<file path="src/rtl/alu_bist_sequencer.sv">
// Built-in self-test driver for the 16-bit accumulator ALU: walks a fixed
// vector table, drives each vector, waits for settling and grades the result.
module alu_bist_sequencer #(
    parameter int unsigned SETTLE_CYCLES = 1,
    parameter bit          STOP_ON_FAIL  = 1'b0
) (
    input  logic        CLK,
    input  logic        Reset_n,
    input  logic        start,
    output logic [15:0] alu_a,
    output logic [15:0] alu_b,
    output logic [2:0]  alu_ctrl,
    input  logic [15:0] alu_out,
    input  logic        alu_iszero,
    input  logic        alu_overflow,
    output logic        busy,
    output logic        done,
    output logic        pass,
    output logic [3:0]  fail_count,
    output logic [2:0]  first_fail_idx
);

    typedef enum logic [2:0] {IDLE, DRIVE, SETTLE, CHECK, FINISH} state_t;

    localparam logic [3:0] SETTLE_LD = 4'(SETTLE_CYCLES);

    state_t      state_q;
    logic [2:0]  idx_q;
    logic [3:0]  cnt_q;
    logic [15:0] a_q, b_q;
    logic [2:0]  ctrl_q;
    logic        busy_q, done_q, pass_q;
    logic [3:0]  fcnt_q, fcnt_d;
    logic [2:0]  ffi_q;

    logic [15:0] vec_a, vec_b, exp_out;
    logic [2:0]  vec_ctrl;
    logic        exp_zero, exp_ovf, ovf_chk, mismatch;

    // Vector table: operands, op select and the golden response for each index.
    always_comb begin
        vec_ctrl = 3'd0;
        vec_a    = 16'h0004;
        vec_b    = 16'h0005;
        exp_out  = 16'h0000;
        exp_zero = 1'b0;
        exp_ovf  = 1'b0;
        ovf_chk  = 1'b0;
        case (idx_q)
            3'd0: begin vec_ctrl = 3'd0; exp_out = 16'h0005; end
            3'd1: begin vec_ctrl = 3'd1; exp_out = 16'h0009; ovf_chk = 1'b1; end
            3'd2: begin vec_ctrl = 3'd2; exp_out = 16'hFFFF; ovf_chk = 1'b1; end
            3'd3: begin vec_ctrl = 3'd3; exp_out = 16'h0001; ovf_chk = 1'b1; end
            3'd4: begin vec_ctrl = 3'd4; exp_out = 16'h0005; end
            3'd5: begin vec_ctrl = 3'd5; exp_out = 16'h0004; end
            3'd6: begin
                vec_ctrl = 3'd1; vec_a = 16'h0000; vec_b = 16'h0000;
                exp_out  = 16'h0000; exp_zero = 1'b1; ovf_chk = 1'b1;
            end
            default: begin
                vec_ctrl = 3'd1; vec_a = 16'h7FFF; vec_b = 16'h0001;
                exp_out  = 16'h8000; exp_ovf = 1'b1; ovf_chk = 1'b1;
            end
        endcase
    end

    assign mismatch = (alu_out != exp_out) || (alu_iszero != exp_zero) ||
                      (ovf_chk && (alu_overflow != exp_ovf));
    assign fcnt_d   = (fcnt_q == 4'hF) ? fcnt_q : fcnt_q + 4'd1;

    always_ff @(posedge CLK or negedge Reset_n) begin
        if (!Reset_n) begin
            state_q <= IDLE;
            idx_q   <= 3'd0;
            cnt_q   <= 4'd0;
            a_q     <= 16'h0000;
            b_q     <= 16'h0000;
            ctrl_q  <= 3'd0;
            busy_q  <= 1'b0;
            done_q  <= 1'b0;
            pass_q  <= 1'b0;
            fcnt_q  <= 4'd0;
            ffi_q   <= 3'd0;
        end else begin
            done_q <= 1'b0;
            case (state_q)
                IDLE: begin
                    if (start) begin
                        fcnt_q  <= 4'd0;
                        ffi_q   <= 3'd0;
                        pass_q  <= 1'b0;
                        idx_q   <= 3'd0;
                        busy_q  <= 1'b1;
                        state_q <= DRIVE;
                    end
                end
                DRIVE: begin
                    a_q     <= vec_a;
                    b_q     <= vec_b;
                    ctrl_q  <= vec_ctrl;
                    cnt_q   <= SETTLE_LD;
                    state_q <= SETTLE;
                end
                SETTLE: begin
                    cnt_q <= cnt_q - 4'd1;
                    if (cnt_q <= 4'd1) state_q <= CHECK;
                end
                CHECK: begin
                    if (mismatch) begin
                        fcnt_q <= fcnt_d;
                        if (fcnt_q == 4'd0) ffi_q <= idx_q;
                    end
                    if (idx_q == 3'd7 || (STOP_ON_FAIL && mismatch)) begin
                        state_q <= FINISH;
                    end else begin
                        idx_q   <= idx_q + 3'd1;
                        state_q <= DRIVE;
                    end
                end
                FINISH: begin
                    // fail_count already includes the final CHECK here.
                    done_q  <= 1'b1;
                    busy_q  <= 1'b0;
                    pass_q  <= (fcnt_q == 4'd0);
                    state_q <= IDLE;
                end
                default: state_q <= IDLE;
            endcase
        end
    end

    assign alu_a          = a_q;
    assign alu_b          = b_q;
    assign alu_ctrl       = ctrl_q;
    assign busy           = busy_q;
    assign done           = done_q;
    assign pass           = pass_q;
    assign fail_count     = fcnt_q;
    assign first_fail_idx = ffi_q;

endmodule

</file>
<file path="config.mk">
export PLATFORM = sky130hd
export DESIGN_NAME = alu_bist_sequencer
export DESIGN_NICKNAME = d
export VERILOG_FILES = /design/src/rtl/alu_bist_sequencer.sv
export SDC_FILE = /design/constraint.sdc
export NUM_CORES = 1
export LEC_CHECK = 0
export ABC_AREA = 1
export CAP_MARGIN = 20
export CELL_PAD_IN_SITES_DETAIL_PLACEMENT = 0
export CELL_PAD_IN_SITES_GLOBAL_PLACEMENT = 1
export CORE_UTILIZATION = 32
export CTS_CLUSTER_SIZE = 20
export DETAILED_ROUTE_END_ITERATION = 6
export PLACE_DENSITY_LB_ADDON = 0.2
export REMOVE_ABC_BUFFERS = 1
export SLEW_MARGIN = 5
export SYNTH_ARGS = -nofsm -noshare
export SYNTH_HDL_FRONTEND = slang
export SYNTH_SLANG_ARGS = --single-unit
</file>
<file path="constraint.sdc">
create_clock -name CLK -period 2.6 [get_ports CLK]
set_clock_uncertainty 0.1 [all_clocks]
set_input_delay 0.52 -clock CLK [delete_from_list [all_inputs] [get_ports CLK]]
set_output_delay 0.52 -clock CLK [all_outputs]
set_load 0.005 [all_outputs]
</file>
After elaboration in Yosys (flattened, before gate mapping)

Cells that the tools add are included.

Bits of input ports: 21
Register bits: 55
Output and inout port bits: 45

Multiplexer cells: 27
Reductions and logical operators: 18
$add $sub $neg: 3
Order comparisons: 1
Eq/ne operators: 21

Operators with widths:

| cell                  | number |
|---|---|
| $pmux W16 S6          | 1 |
| $pmux W15 S2          | 1 |
| $mux W3               | 7 |
| $pmux W3 S2           | 3 |
| $ne A16 B16 Y1        | 1 |
| $pmux W4 S2           | 2 |
| $eq A3 B3 Y1 const B  | 5 |
| $pmux W3 S5           | 1 |
| $eq A3 B2 Y1 const B  | 4 |
| $mux W4               | 3 |
| $ne A2 B2 Y1 const B  | 6 |
| $pmux W3 S4           | 1 |
| $reduce_and A4 Y1     | 2 |
| $reduce_or A7 Y1      | 1 |
| $eq A3 B1 Y1 const B  | 2 |
| $logic_not A3 Y1      | 2 |
| $mux W1               | 6 |
| $reduce_bool A2 Y1    | 3 |
| $reduce_or A6 Y1      | 1 |
| $add A4 B1 Y4 const B | 1 |
| $eq A4 B4 Y1 const B  | 1 |
| $le A4 B1 Y1 const B  | 1 |
| $logic_not A4 Y1      | 1 |
| $pmux W1 S2           | 2 |
| 9 further kinds       | 12 |

Longest topological paths before layout

Gate-level depths: netlist (run 1).

Depth after elaboration: 8
Mapped depth: 14
Depth with buffers taken out: 14

Worst setup path after synthesis (run 1)

No wires, ideal clock.

Kind: register to register
Start: register idx_q[0]
End: register fcnt_q[3] (netlist: fail_count[3])
Data arrival time: 1.633 ns
Setup slack: 0.750 ns
Data required time: 2.383 ns
Setup time: 0.117 ns
Stages on the path, launching flop included: 13
Path through: dfrtp_1 -> ha_1 -> ha_1 -> nor2_1 -> nand2_1 -> nand2_1 -> nand2_1 -> nor2_1 -> nand2_1 -> nor2_4 -> nand2_4 -> nand3_1 -> nand2_1

Longest elaborated chain between the ends: 8

Ends and longest elaborated chain:

| what                                                                  | RTL line | text |
|---|---|---|
| start: declaration                                                    | 28       | `logic [2:0] idx_q;` |
| start signal: assignment                                              | 116      | `idx_q <= idx_q + 3'd1;` |
| $eq A3 B3 Y1, or another cell as far along                            | 49       | `case (idx_q)` |
| $reduce_or A2 Y1 (no line) / $reduce_or A7 Y1 (equally long branches) | -        |  |
| $pmux W16 S6 / $mux W1 (equally long branches)                        | 49       |  |
| $ne A16 B16 Y1 / $ne A1 B1 Y1 (equally long branches)                 | 67, 68   |  |
| $logic_or A1 B1 Y1 / $logic_and A1 B1 Y1 (equally long branches)      | 67, 68   |  |
| $logic_or A1 B1 Y1 *                                                  | 67       | `assign mismatch = (alu_out != exp_out) \|\| (alu_iszero != exp_zero) \|\|` |
| $ne A2 B2 Y1 (no line) *                                              | -        |  |
| $reduce_and A4 Y1 (no line) *                                         | -        |  |
| end signal: assignment                                                | 110      | `fcnt_q <= fcnt_d;` |
| end: declaration                                                      | 33       | `logic [3:0] fcnt_q, fcnt_d;` |

Mark *: on every way between the ends. The rest lies on a longest branch, timed or not.
A chain may end at the register's enable or synchronous reset.

Worst setup path in the final report (run 1)

Start: register idx_q[0]
End: register ffi_q[0] (netlist: first_fail_idx[0])

Longest elaborated chain between the ends: 8

Ends and longest elaborated chain:

| what                                                                  | RTL line | text |
|---|---|---|
| $eq A3 B3 Y1, or another cell as far along                            | 49       |  |
| $reduce_or A2 Y1 (no line) / $reduce_or A7 Y1 (equally long branches) | -        |  |
| $pmux W16 S6 / $mux W1 (equally long branches)                        | 49       |  |
| $ne A16 B16 Y1 / $ne A1 B1 Y1 (equally long branches)                 | 67, 68   |  |
| $logic_or A1 B1 Y1 / $logic_and A1 B1 Y1 (equally long branches)      | 67, 68   |  |
| $logic_or A1 B1 Y1                                                    | 67       |  |
| $ne A2 B2 Y1 (no line)                                                | -        |  |
| $reduce_and A4 Y1 (no line)                                           | -        |  |
| end signal: assignment                                                | 111      | `if (fcnt_q == 4'd0) ffi_q <= idx_q;` |
| end: declaration                                                      | 34       | `logic [2:0] ffi_q;` |

Parallel ways exist; a longest one is shown, timed or not. The select of a mux whose other input is x is not followed.

==> results.md, run 1 <==
- Outcome: finished clean
- Layout cells sized above 1: 7.639%
- DPL Wire Length: slightly above 3000 microns
- Worst-path clk slew: 0.08 ns
- Leak pwr: approximately 1.1 nW
- Pin count of the biggest net entering global routing: 27
- CP arrival: between 2 and 2.5 ns
- I/O pin count: 66
- Filler cells: between 500 and 600
- Register Area: roughly 650 sq um
- Vias: 1595
- Setup TNS: 0 ns
- RSZ-0062 raised after global routing: false
- Number of antenna diodes: 0
- Post-CTS sizing: 0
- Synth Register Bits: 26
- CTS Sinks: 26
- Maximum vdd drop: 413.0 uV
- CP endpoint kind: flop
- Die X: approximately 78 microns
- H-tree lvl count: 1
- Syn avg cell area: roughly 7.5 sq um
- Area grow syn2layout: 26.83%
- Drt first pass iters: 4
- Placed cell areas: approximately 2300 sq um
- CTS Hold Buffers Added: 0
- Endpoints failing setup: 0
- Top_reg_cell synth: dfrtp_1
- Yosys top cell area share: approximately a third
- Routed WL: 3947 microns
- Placeable Area: 5540 sq um
- TritonCTS clock tree: built
- Post-CTS Setup Inserts: 0
- Vias in the first global route: ~1.5k
- Yosys cell types: 33
- GRT overflow: 0
- Initial DRC count: 66
- I/O Buffers: 50
- Hold Path Cell Cnt: 2
- Synth warnings: 0
- All-Layer GR Usage: 13.70%
- Area taken by multi-input logic gates: slightly above 900 sq um
- Vias per inst: 4.431
- Post-detailed-route DRC marker count: 0
- Num rows: 27
- Design Area, Final: 2360 sq um
- Crit path max fanout: 9
- Slew margin rel.: roughly two thirds
- Top cell type by total area after synthesis: dfrtp_1
- Register area share after synthesis: roughly a third
- Crit Path Class: flop to flop
- Nets: 320
- Period Utilization, post-route: 81.47%
- Skew-Pair Late Insertion Delay: about 0.28 ns
- Max-slew violation count: 0
- Die height: between 70 and 80 microns
- Hold Vio Cnt, Final: 0
- Power density over cell area: 943.1 nW/um^2
- Crit path time final: 2.118 ns
- FFs w/ async S/R, synth: 100.0%
- Worst slew pin tran: approximately 0.52 ns
- Wirelength per Cell: 10.96 microns
- Worst EP required: roughly 2.7 ns
- GPL Wtd Cong: around 0.75
- DRT antenna net count: 0
- First-pass GRT wire length: 6817 microns
- Initial antenna violation count: 0
- Root buffer cell: clkbuf_8
- Gate Count Post-Synth: 249
- Post-Syn Area: 1861 sq um
- Fmax achieved: ~470 MHz
- Worst setup SP type: flop
- Max-cap violations: 0
- CTS Buffer Depth: 2
- Area contributors post-synth: dfrtp_1 (35%), nand2_1 (12%), buf_4 (12%)
- FF-to-FF path depth: 12
- Initial Util: between 30% and 40%
- TritonCTS Buffers: 3
- Worst hold path class: flop to flop
- Post-synth EDFFs: 0
- Die ar.: 6123 sq um
## kinds of logic (layout without fill, tap and decap cells)
kind of cell               count (synthesis)  in the layout  synth area share [%]
muxes                                      1              1                0.5380
other                                      1             15                0.2016
xor gates and xnor gates                   1              1                0.4708
DFF                                       26             26                 34.97
adders and majority gates                 10             10                 6.725
buffers and inverters                     59             84                 18.09
and+or+nand+nor                          125            125                 30.06
AOI/OAI and AO/OA                         26             26                 8.945
## where the power goes
part	leakage, nW	internal (mW)	switching, mW	total [mW]
clock network	0.0357	0.206	0.130	0.336
logic	0.778	0.571	0.651	1.22
registers	0.334	0.532	0.136	0.668
## layout make-up
class / count / area share, %
repair buffers: 51 / 21.53
clock buffers: 3 / 1.750
well taps: 72 / 3.818
multi-input cells: 178 / 39.24
flip-flops and latches: 26 / 27.57
clock inverters: 1 / 1.273
inverters: 29 / 4.825
## layer usage
metal | routed length [microns] | track usage [%]
met4 | 27 | 2.778
met5 | 0 | 0
met1 | 1895 | 18.02
met3 | 215 | 2.907
met2 | 1809 | 23.07
## placed cells by master (no fill, tap or decap)
master	instances
a221oi_1	1
nand2_4	2
nor2_1	25
o21ai_1	6
clkinv_1	1
buf_4	1
nand2_2	2
nor2_2	3
conb_1	15
inv_2	3
ha_1	10
inv_1	23
o21ai_2	1
nor2_4	1
nand2_1	60
a31oi_4	1
xor2_1	1
dfrtp_1	26
bufinv_16	1
o22a_1	1
o41ai_1	1
clkdlybuf4s50_1	50
a21oi_1	6
nand4_1	1
nor3_1	5
a21oi_2	1
clkbuf_8	3
inv_4	2
o21ai_0	7
nor4_1	1
nand3_1	21
mux2i_1	1
o22ai_1	1
nor3_2	1
nand3b_1	3
## metrics by stage
stage	hold WS [ns]	instances	worst slack [ns]	power [mW]	util [%]
floorplan	0.1244	233	0.7498	1.385	-
global placement	0.3598	356	0.4717	1.918	41.31
detailed placement	0.3638	356	0.4668	1.916	41.31
CTS	0.3840	360	0.4478	2.261	42.59
global route	0.4149	360	0.2403	2.454	42.59
finish	0.3802	360	0.4817	2.226	42.59
## sequential cells by signal, indices dropped and copies added, names as in the netlist, 2 cells and up
signal and cells:
alu_ctrl 3, fail_count 4, first_fail_idx 3, cnt_q 4
alu_a 2, state_q 3, idx_q 3
## worst paths after layout
check                      slack (ns)                end               from
setup / recovery                 0.48  first_fail_idx[0]           idx_q[0]
hold / removal                   0.38  first_fail_idx[0]  first_fail_idx[0]
setup reg to reg                 0.48  first_fail_idx[0]           idx_q[0]
hold reg to reg                  0.38  first_fail_idx[0]  first_fail_idx[0]
max in group asynchronous        1.63  first_fail_idx[0]            Reset_n
min in group asynchronous        0.50           cnt_q[0]            Reset_n
## synthesized netlist by cell type, types with 2 or more instances
library cell and instances:
inv_1 23, o21ai_0 7, inv_4 2, buf_4 29, inv_2 3, nor2_2 3, nand2_1 60, nand3_1 21
nor3_1 5, nor2_1 25, dfrtp_1 26, nand3b_1 3, ha_1 10, a21oi_1 6, o21ai_1 6, nand2_2 2
nand2_4 2
## worst max-delay path, stage by stage (launching register included)
cell and delay (ns):
dfrtp_1 0.44, inv_1 0.16, ha_1 0.26, inv_1 0.09
nor2_2 0.22, nand3_1 0.11, o21ai_1 0.15, nand2_1 0.11
nor2_4 0.13, nand2_4 0.10, nand2_2 0.10, nand2_1 0.05
nand2_1 0.05
No activity file was read; power rests on OpenSTA's default activity.
==> run 2, diff against run 1 <==
--- a/config.mk
+++ b/config.mk
@@ -9,7 +9,7 @@
 export CAP_MARGIN = 20
 export CELL_PAD_IN_SITES_DETAIL_PLACEMENT = 0
 export CELL_PAD_IN_SITES_GLOBAL_PLACEMENT = 1
-export CORE_UTILIZATION = 32
+export CORE_UTILIZATION = 29
 export CTS_CLUSTER_SIZE = 20
 export DETAILED_ROUTE_END_ITERATION = 6
 export PLACE_DENSITY_LB_ADDON = 0.2
==> constraint.sdc (replaced) <==
create_clock -name CLK -period 1.9 [get_ports CLK]
set_clock_uncertainty 0.1 [all_clocks]
set_input_delay 0.38 -clock CLK [delete_from_list [all_inputs] [get_ports CLK]]
set_output_delay 0.38 -clock CLK [all_outputs]
set_load 0.005 [all_outputs]
==> run 2 against run 1 <==
Total power up 60%. Largest cell class unchanged. Maximum frequency up 13%. Critical path type unchanged. Clock power up 38%. First-iteration DRC count down 36%. Critical path depth up 2.
==> results.md, run 2 (synthesized netlist as in run 1, its figures left out) <==
- Die height: 82.10 microns (was 78.25 microns)
- Pin count of the biggest net entering global routing: 27 (unchanged)
- FF-to-FF path depth: 14 (was 12)
- Max-slew violation count: 0 (unchanged)
- Register Area: 653.1 sq um (was 650.6 sq um)
- CTS Sinks: 26 (unchanged)
- Power density over cell area: 1342 nW/um^2 (was 943.1 nW/um^2)
- Worst setup SP type: flop (unchanged)
- GRT overflow: 0 (unchanged)
- DPL Wire Length: 3202 microns (was 3086 microns)
- CP arrival: 1.99 ns (was 2.23 ns)
- CP endpoint kind: flop (unchanged)
- Die ar.: 6740 sq um (was 6123 sq um)
- I/O pin count: 66 (unchanged)
- Logic pwr share: 61.9% (was 54.9%)
- All-Layer GR Usage: 13.41% (was 13.70%)
- Vias per inst: 4.338 (was 4.431)
- Skew-Pair Late Insertion Delay: 0.27 ns (was 0.28 ns)
- Layout cells sized above 1: 21.94% (was 7.639%)
- Root buffer cell: clkbuf_8 (unchanged)
- TritonCTS clock tree: built (unchanged)
- RSZ-0062 raised after global routing: true (was false)
- Worst EP required: 2.02 ns (was 2.71 ns)
- Hold slack: 0.3642 ns (was 0.3802 ns)
- Die X: 82.10 microns (was 78.25 microns)
- Drt first pass iters: 4 (unchanged)
- Switching Power: 1.438 mW (was 916.9 uW)
- Commonest non-fill, non-tap cell in the layout: nand2_1 (unchanged)
- Inst Count DP: 378 (was 356)
- Sw Ratio: 40.30% (was 41.20%)
- First-pass GRT wire length: 7051 microns (was 6817 microns)
- Number of antenna diodes: 0 (unchanged)
- DRT antenna net count: 0 (unchanged)
- Wirelength per Cell: 11.08 microns (was 10.96 microns)
- Area grow syn2layout: 42.91% (was 26.83%)
- Initial antenna violation count: 0 (unchanged)
- Post-detailed-route DRC marker count: 0 (unchanged)
- Placeable Area: 6061 sq um (was 5540 sq um)
- Area taken by multi-input logic gates: 1052 sq um (was 925.9 sq um)
- Outcome: finished clean (unchanged)
- H-tree lvl count: 1 (unchanged)
- Maximum vdd drop: 470.2 uV (was 413.0 uV)
- Crit path max fanout: 5 (was 9)
- Nets: 342 (was 320)
- Filler cells: 630 (was 583)
- Initial DRC count: 42 (was 66)
- Clk pwr share: 13.0% (was 15.1%)
- Worst-path clk slew: 0.09 ns (was 0.08 ns)
- Internal power: 2.131 mW (was 1.309 mW)
- Crit path time final: 1.874 ns (was 2.118 ns)
- Vias in the first global route: 1565 (was 1507)
- Design Area, Final: 2659 sq um (was 2360 sq um)
- Routed WL: 4265 microns (was 3947 microns)
- Num rows: 28 (was 27)
- Hold Vio Cnt, Final: 0 (unchanged)
- Max-cap violations: 0 (unchanged)
- Placed cell areas: 2435 sq um (was 2288 sq um)
- TritonCTS Buffers: 3 (unchanged)
- Leak pwr: 1.274 nW (was 1.148 nW)
- Endpoints failing setup: 0 (unchanged)
- Most frequent cells in the layout: nand2_1 (53), clkdlybuf4s50_1 (50), dfrtp_1 (24) (was nand2_1 (60), clkdlybuf4s50_1 (50), dfrtp_1 (26))
- Finished Layout Cells: 385 (was 360)
- Fmax achieved: 533.6 MHz (was 472.1 MHz)
- I/O Buffers: 50 (unchanged)
- Period Utilization, post-route: 98.64% (was 81.47%)
- CTS Buffer Depth: 2 (unchanged)
- Initial Util: 30.70% (was 33.58%)
- Crit Path Class: flop to flop (unchanged)
- Design Power: 3.569 mW (was 2.226 mW)
- Flop pwr share: 25.1% (was 30.0%)
- Worst hold path class: primary input to async pin (was flop to flop)
- GPL Wtd Cong: 0.8080 (was 0.7501)
- Vias: 1670 (was 1595)
run 2: worst max-delay path: stages, from the launching register on:
cell     delay, ns
dfrtp_1       0.44
inv_2         0.14
ha_4          0.20
inv_2         0.04
nand2_2       0.07
nand2_2       0.06
nand2_1       0.06
nand2_1       0.05
nor2_1        0.11
nand2_1       0.09
nor2_4        0.14
nand2_4       0.10
nand2_4       0.10
nand2_1       0.05
nand2_1       0.07
run 2: final cells by class:
class | count | share of cell area [%]
multi-input cells | 179 | 39.58
repair buffers | 72 | 25.18
flip-flops and latches | 26 | 24.56
inverters | 29 | 4.471
well taps | 75 | 3.529
clock buffers | 3 | 1.553
clock inverters | 1 | 1.129
run 2: what timing repair did:
item | CTS | global route
cloned | 1 | 0
hold endpoints to repair | 0 | 0
endpoints found under the setup margin | 21 | 7
hold buffers | 0 | 0
resized for setup | 17 | 21
setup buffers | 1 | 1
pin swaps | 6 | 11
run 2: per-layer routing:
metal  vias to the layer above  routed length [microns]  global-route usage, %  part of all wire, %
li1                        873                        -                      -                    -
met1                       758                     1996                  17.79                   47
met2                        34                     2024                  22.64                   47
met3                         5                      213                  2.527                  5.0
met4                         0                       31                  2.632                 0.73
met5                         -                        0                      0                    0
run 2: final timing paths:
path                            slack [ns]  startpoint       endpoint
worst max-delay path                  0.03    idx_q[1]  fail_count[3]
worst min-delay path                  0.36     Reset_n       cnt_q[1]
worst max register to register        0.03    idx_q[1]  fail_count[3]
worst min register to register        0.38    cnt_q[3]       cnt_q[3]
max in group asynchronous             1.06     Reset_n       idx_q[0]
min in group CLK                      0.38    cnt_q[3]       cnt_q[3]
run 2: stage by stage:
step                      utilization (%)  setup TNS (ns)  setup WS [ns]
after floorplan                         -               0        0.04978
after global placement              40.17         -0.2309       -0.04540
after detailed placement            40.17         -0.3577       -0.06424
after CTS                           42.49       -0.004238      -0.004238
after global routing                43.87         -0.7942        -0.1411
final                               43.87               0        0.02586
run 2: power groups by stage:
stage / Sequential [mW] / Combinational, mW / Clock [mW]
4_1_cts: 0.881 / 2.09 / 0.482
3_3_place_gp: 0.886 / 1.97 / 0
5_1_grt: 0.929 / 2.49 / 0.499
3_5_place_dp: 0.887 / 1.97 / 0
2_1_floorplan: 0.925 / 0.970 / 0
6_report: 0.895 / 2.21 / 0.464
==> run 3, diff against run 2 <==
--- a/config.mk
+++ b/config.mk
@@ -9,11 +9,11 @@
 export CAP_MARGIN = 20
 export CELL_PAD_IN_SITES_DETAIL_PLACEMENT = 0
 export CELL_PAD_IN_SITES_GLOBAL_PLACEMENT = 1
+export CORE_ASPECT_RATIO = 1.4
 export CORE_UTILIZATION = 29
 export CTS_CLUSTER_SIZE = 20
 export DETAILED_ROUTE_END_ITERATION = 6
 export PLACE_DENSITY_LB_ADDON = 0.2
-export REMOVE_ABC_BUFFERS = 1
 export SLEW_MARGIN = 5
 export SYNTH_ARGS = -nofsm -noshare
 export SYNTH_HDL_FRONTEND = slang
==> run 3 against run 2 <==
Setup slack lost 0.075 ns. Non-clock buffer count is 6 higher. Critical path type unchanged. Critical path depth stayed put. Hold slack better by 0.00056 ns. Largest power group unchanged. The flow now finishes with violations (negative setup slack). Maximum frequency is 3.8% lower. Sequential share of layout area fell by 0.69 points. Final area rose by 3.1%.
==> results.md, run 3 (synthesized netlist as in run 1, its figures left out) <==
- Fmax achieved: 513.0 MHz (was 533.6 MHz)
- Worst slew pin tran: 0.5006 ns
- Leak pwr: 1.304 nW (was 1.274 nW)
- Vias: 1746 (was 1670)
- Worst-path clk slew: 0.09 ns (about the same)
- CTS Buffer Depth: 2 (unchanged)
- Initial antenna violation count: 0 (unchanged)
- Met2 wire len: 2501 microns (was 2024 microns)
- I/O pin count: 66 (unchanged)
- DRT antenna net count: 0 (unchanged)
- GPL Wtd Cong: 0.7490 (was 0.8080)
- Setup Slack @ Placement: -0.1950 ns (was -0.06424 ns)
- Most frequent cells in the layout: nand2_1 (52), clkdlybuf4s50_1 (50), buf_4 (27) (was nand2_1 (53), clkdlybuf4s50_1 (50), dfrtp_1 (24))
- FF-to-FF path depth: 14 (unchanged)
- DPL Wire Length: 3425 microns (was 3202 microns)
- Max layer used: met4 (unchanged)
- Cells along the critical path: ha_4 > ha_4 > buf_6 > inv_4 > nand2_4 > nor2_4 > nand3_2 > nand2_1 > nor2_2 > nor2_4 > nand2_4 > nand2_4 > nand2_1 > nand2_1 (was inv_2 > ha_4 > inv_2 > nand2_2 > nand2_2 > nand2_1 > nand2_1 > nor2_1 > nand2_1 > nor2_4 > nand2_4 > nand2_4 > nand2_1 > nand2_1)
- Placeable Area: 6211 sq um (was 6061 sq um)
- Endpoints failing setup: 7 (was 0)
- Drt first pass iters: 4 (unchanged)
- Initial Util: 29.96% (was 30.70%)
- Die X: 69.70 microns (was 82.10 microns)
- Failing checks: negative setup slack
- Worst EP required: 2.02 ns (about the same)
- Crit path time final: 1.949 ns (was 1.874 ns)
- CTS Hold Buffers Added: 0 (unchanged)
- Die ar.: 6744 sq um (was 6740 sq um)
- Num rows: 34 (was 28)
- Worst R2R Setup Slack: -0.05 ns (was 0.03 ns)
- H-tree lvl count: 1 (unchanged)
- Initial DRC count: 37 (was 42)
- WP buf/inv: 2 (unchanged)
- All-Layer GR Usage: 13.87% (was 13.41%)
- GRT overflow: 0 (unchanged)
- R2R Path End: fail_count[0] (was fail_count[3])
- Period Utilization, post-route: 102.6% (was 98.64%)
- Filler cells: 654 (was 630)
- Die height: 96.77 microns (was 82.10 microns)
- Area grow syn2layout: 47.34% (was 42.91%)
- DRT met1 WL: 1975 microns (was 1996 microns)
- TritonCTS clock tree: built (unchanged)
- Power density over cell area: 1365 nW/um^2 (was 1342 nW/um^2)
- Commonest non-fill, non-tap cell in the layout: nand2_1 (unchanged)
- Final WS setup: -0.04914 ns (was 0.02586 ns)
- Worst hold path class: primary input to async pin (unchanged)
- Slowest CP cell: dfrtp_2 (was dfrtp_1)
- Pin count of the biggest net entering global routing: 27 (unchanged)
- Outcome: finished, violations left (was finished clean)
- Max-slew violation count: 0 (unchanged)
- Vias per inst: 4.500 (was 4.338)
- Worst setup SP type: flop (unchanged)
- RSZ-0062 raised after global routing: true (unchanged)
- Reg-to-reg startpoint: idx_q[0] (was idx_q[1])
- Crit Path Class: flop to flop (unchanged)
- CP arrival: 2.07 ns (was 1.99 ns)
- CTS Sinks: 26 (unchanged)
- Layout cells sized above 1: 25.00% (was 21.94%)
- Routed WL: 4708 microns (was 4265 microns)
- Hold Vio Cnt, Final: 0 (unchanged)
- I/O Buffers: 50 (unchanged)
- CP peak stage delay: 0.47 ns (was 0.44 ns)
- CP endpoint kind: flop (unchanged)
- First-pass GRT wire length: 7631 microns (was 7051 microns)
- Skew-Pair Late Insertion Delay: 0.27 ns (about the same)
- Metal3 WL: 157 microns (was 213 microns)
- Slew margin rel.: around two thirds
- Root buffer cell: clkbuf_8 (unchanged)
- Design Power: 3.742 mW (was 3.569 mW)
- Design Area, Final: 2741 sq um (was 2659 sq um)
- Maximum vdd drop: 492.0 uV (was 470.2 uV)
- Wirelength per Cell: 12.13 microns (was 11.08 microns)
- Placed cell areas: 2454 sq um (was 2435 sq um)
- Number of antenna diodes: 0 (unchanged)
- Critical path's top delay family: simple AND/OR/NAND/NOR gates (unchanged)
- TritonCTS Buffers: 3 (unchanged)
- Nets: 348 (was 342)
- Max-cap violations: 0 (unchanged)
- Post-detailed-route DRC marker count: 0 (unchanged)
- Crit path max fanout: 5 (unchanged)
- Vias in the first global route: 1722 (was 1565)
-- run 3: where the power goes --
group	internal (mW)	switching, mW
Sequential	0.734	0.172
Clock	0.282	0.183
Combinational	1.19	1.18
Total	2.21	1.54
-- run 3: cell type report --
type / instances / area (sq um) / share of cell area (%)
sequential: 26 / 654.4 / 23.87
clock buffer: 3 / 41.29 / 1.506
timing repair buffer: 78 / 714.4 / 26.06
tap: 72 / 90.09 / 3.286
clock inverter: 1 / 30.03 / 1.095
multi-input combinational: 179 / 1090 / 39.75
inverter: 29 / 121.4 / 4.427
-- run 3: worst max-delay path by stage --
stage,from,endpoint,depth (start not counted)
2_1_floorplan,idx_q[0],fail_count[3],12
3_3_place_gp,idx_q[1],first_fail_idx[0],13
5_1_grt,idx_q[1],fail_count[1],13
4_1_cts,idx_q[1],fail_count[2],14
6_report,idx_q[0],fail_count[0],14
3_5_place_dp,idx_q[0],first_fail_idx[2],13
-- run 3: per-stage QoR --
step / TNS [ns] / cells / hold WS [ns] / utilization (%)
4_1_cts: -0.9423 / 385 / 0.3733 / 41.84
2_1_floorplan: 0 / 263 / -0.01559 / -
3_3_place_gp: -0.9622 / 378 / 0.3573 / 39.50
6_report: -0.2220 / 388 / 0.3648 / 44.14
3_5_place_dp: -1.274 / 378 / 0.3594 / 39.50
5_1_grt: -0.9804 / 388 / 0.3939 / 44.14
-- run 3: worst reg2reg max path, cell delays in order (launching register included) --
cell and delay [ns]:
dfrtp_2 0.47, ha_4 0.19, ha_4 0.17, buf_6 0.12, inv_4 0.06, nand2_4 0.05
nor2_4 0.11, nand3_2 0.07, nand2_1 0.07, nor2_2 0.05, nor2_4 0.14, nand2_4 0.11
nand2_4 0.11, nand2_1 0.05, nand2_1 0.05
-- run 3: metal layers --
metal | GRT usage, % | vias to the layer above
met2 | 26.89 | 40
li1 | - | 884
met4 | 4.154 | 0
met1 | 15.54 | 815
met3 | 1.458 | 7
met5 | 0 | -
-- run 3: repair_timing --
| item | in CTS | in global routing |
|---|---|---|
| buffers inserted | 2 | 3 |
| pin swaps | 8 | 12 |
| setup endpoints to repair | 21 | 9 |
| resized for setup | 16 | 30 |
| cloned | 1 | 0 |
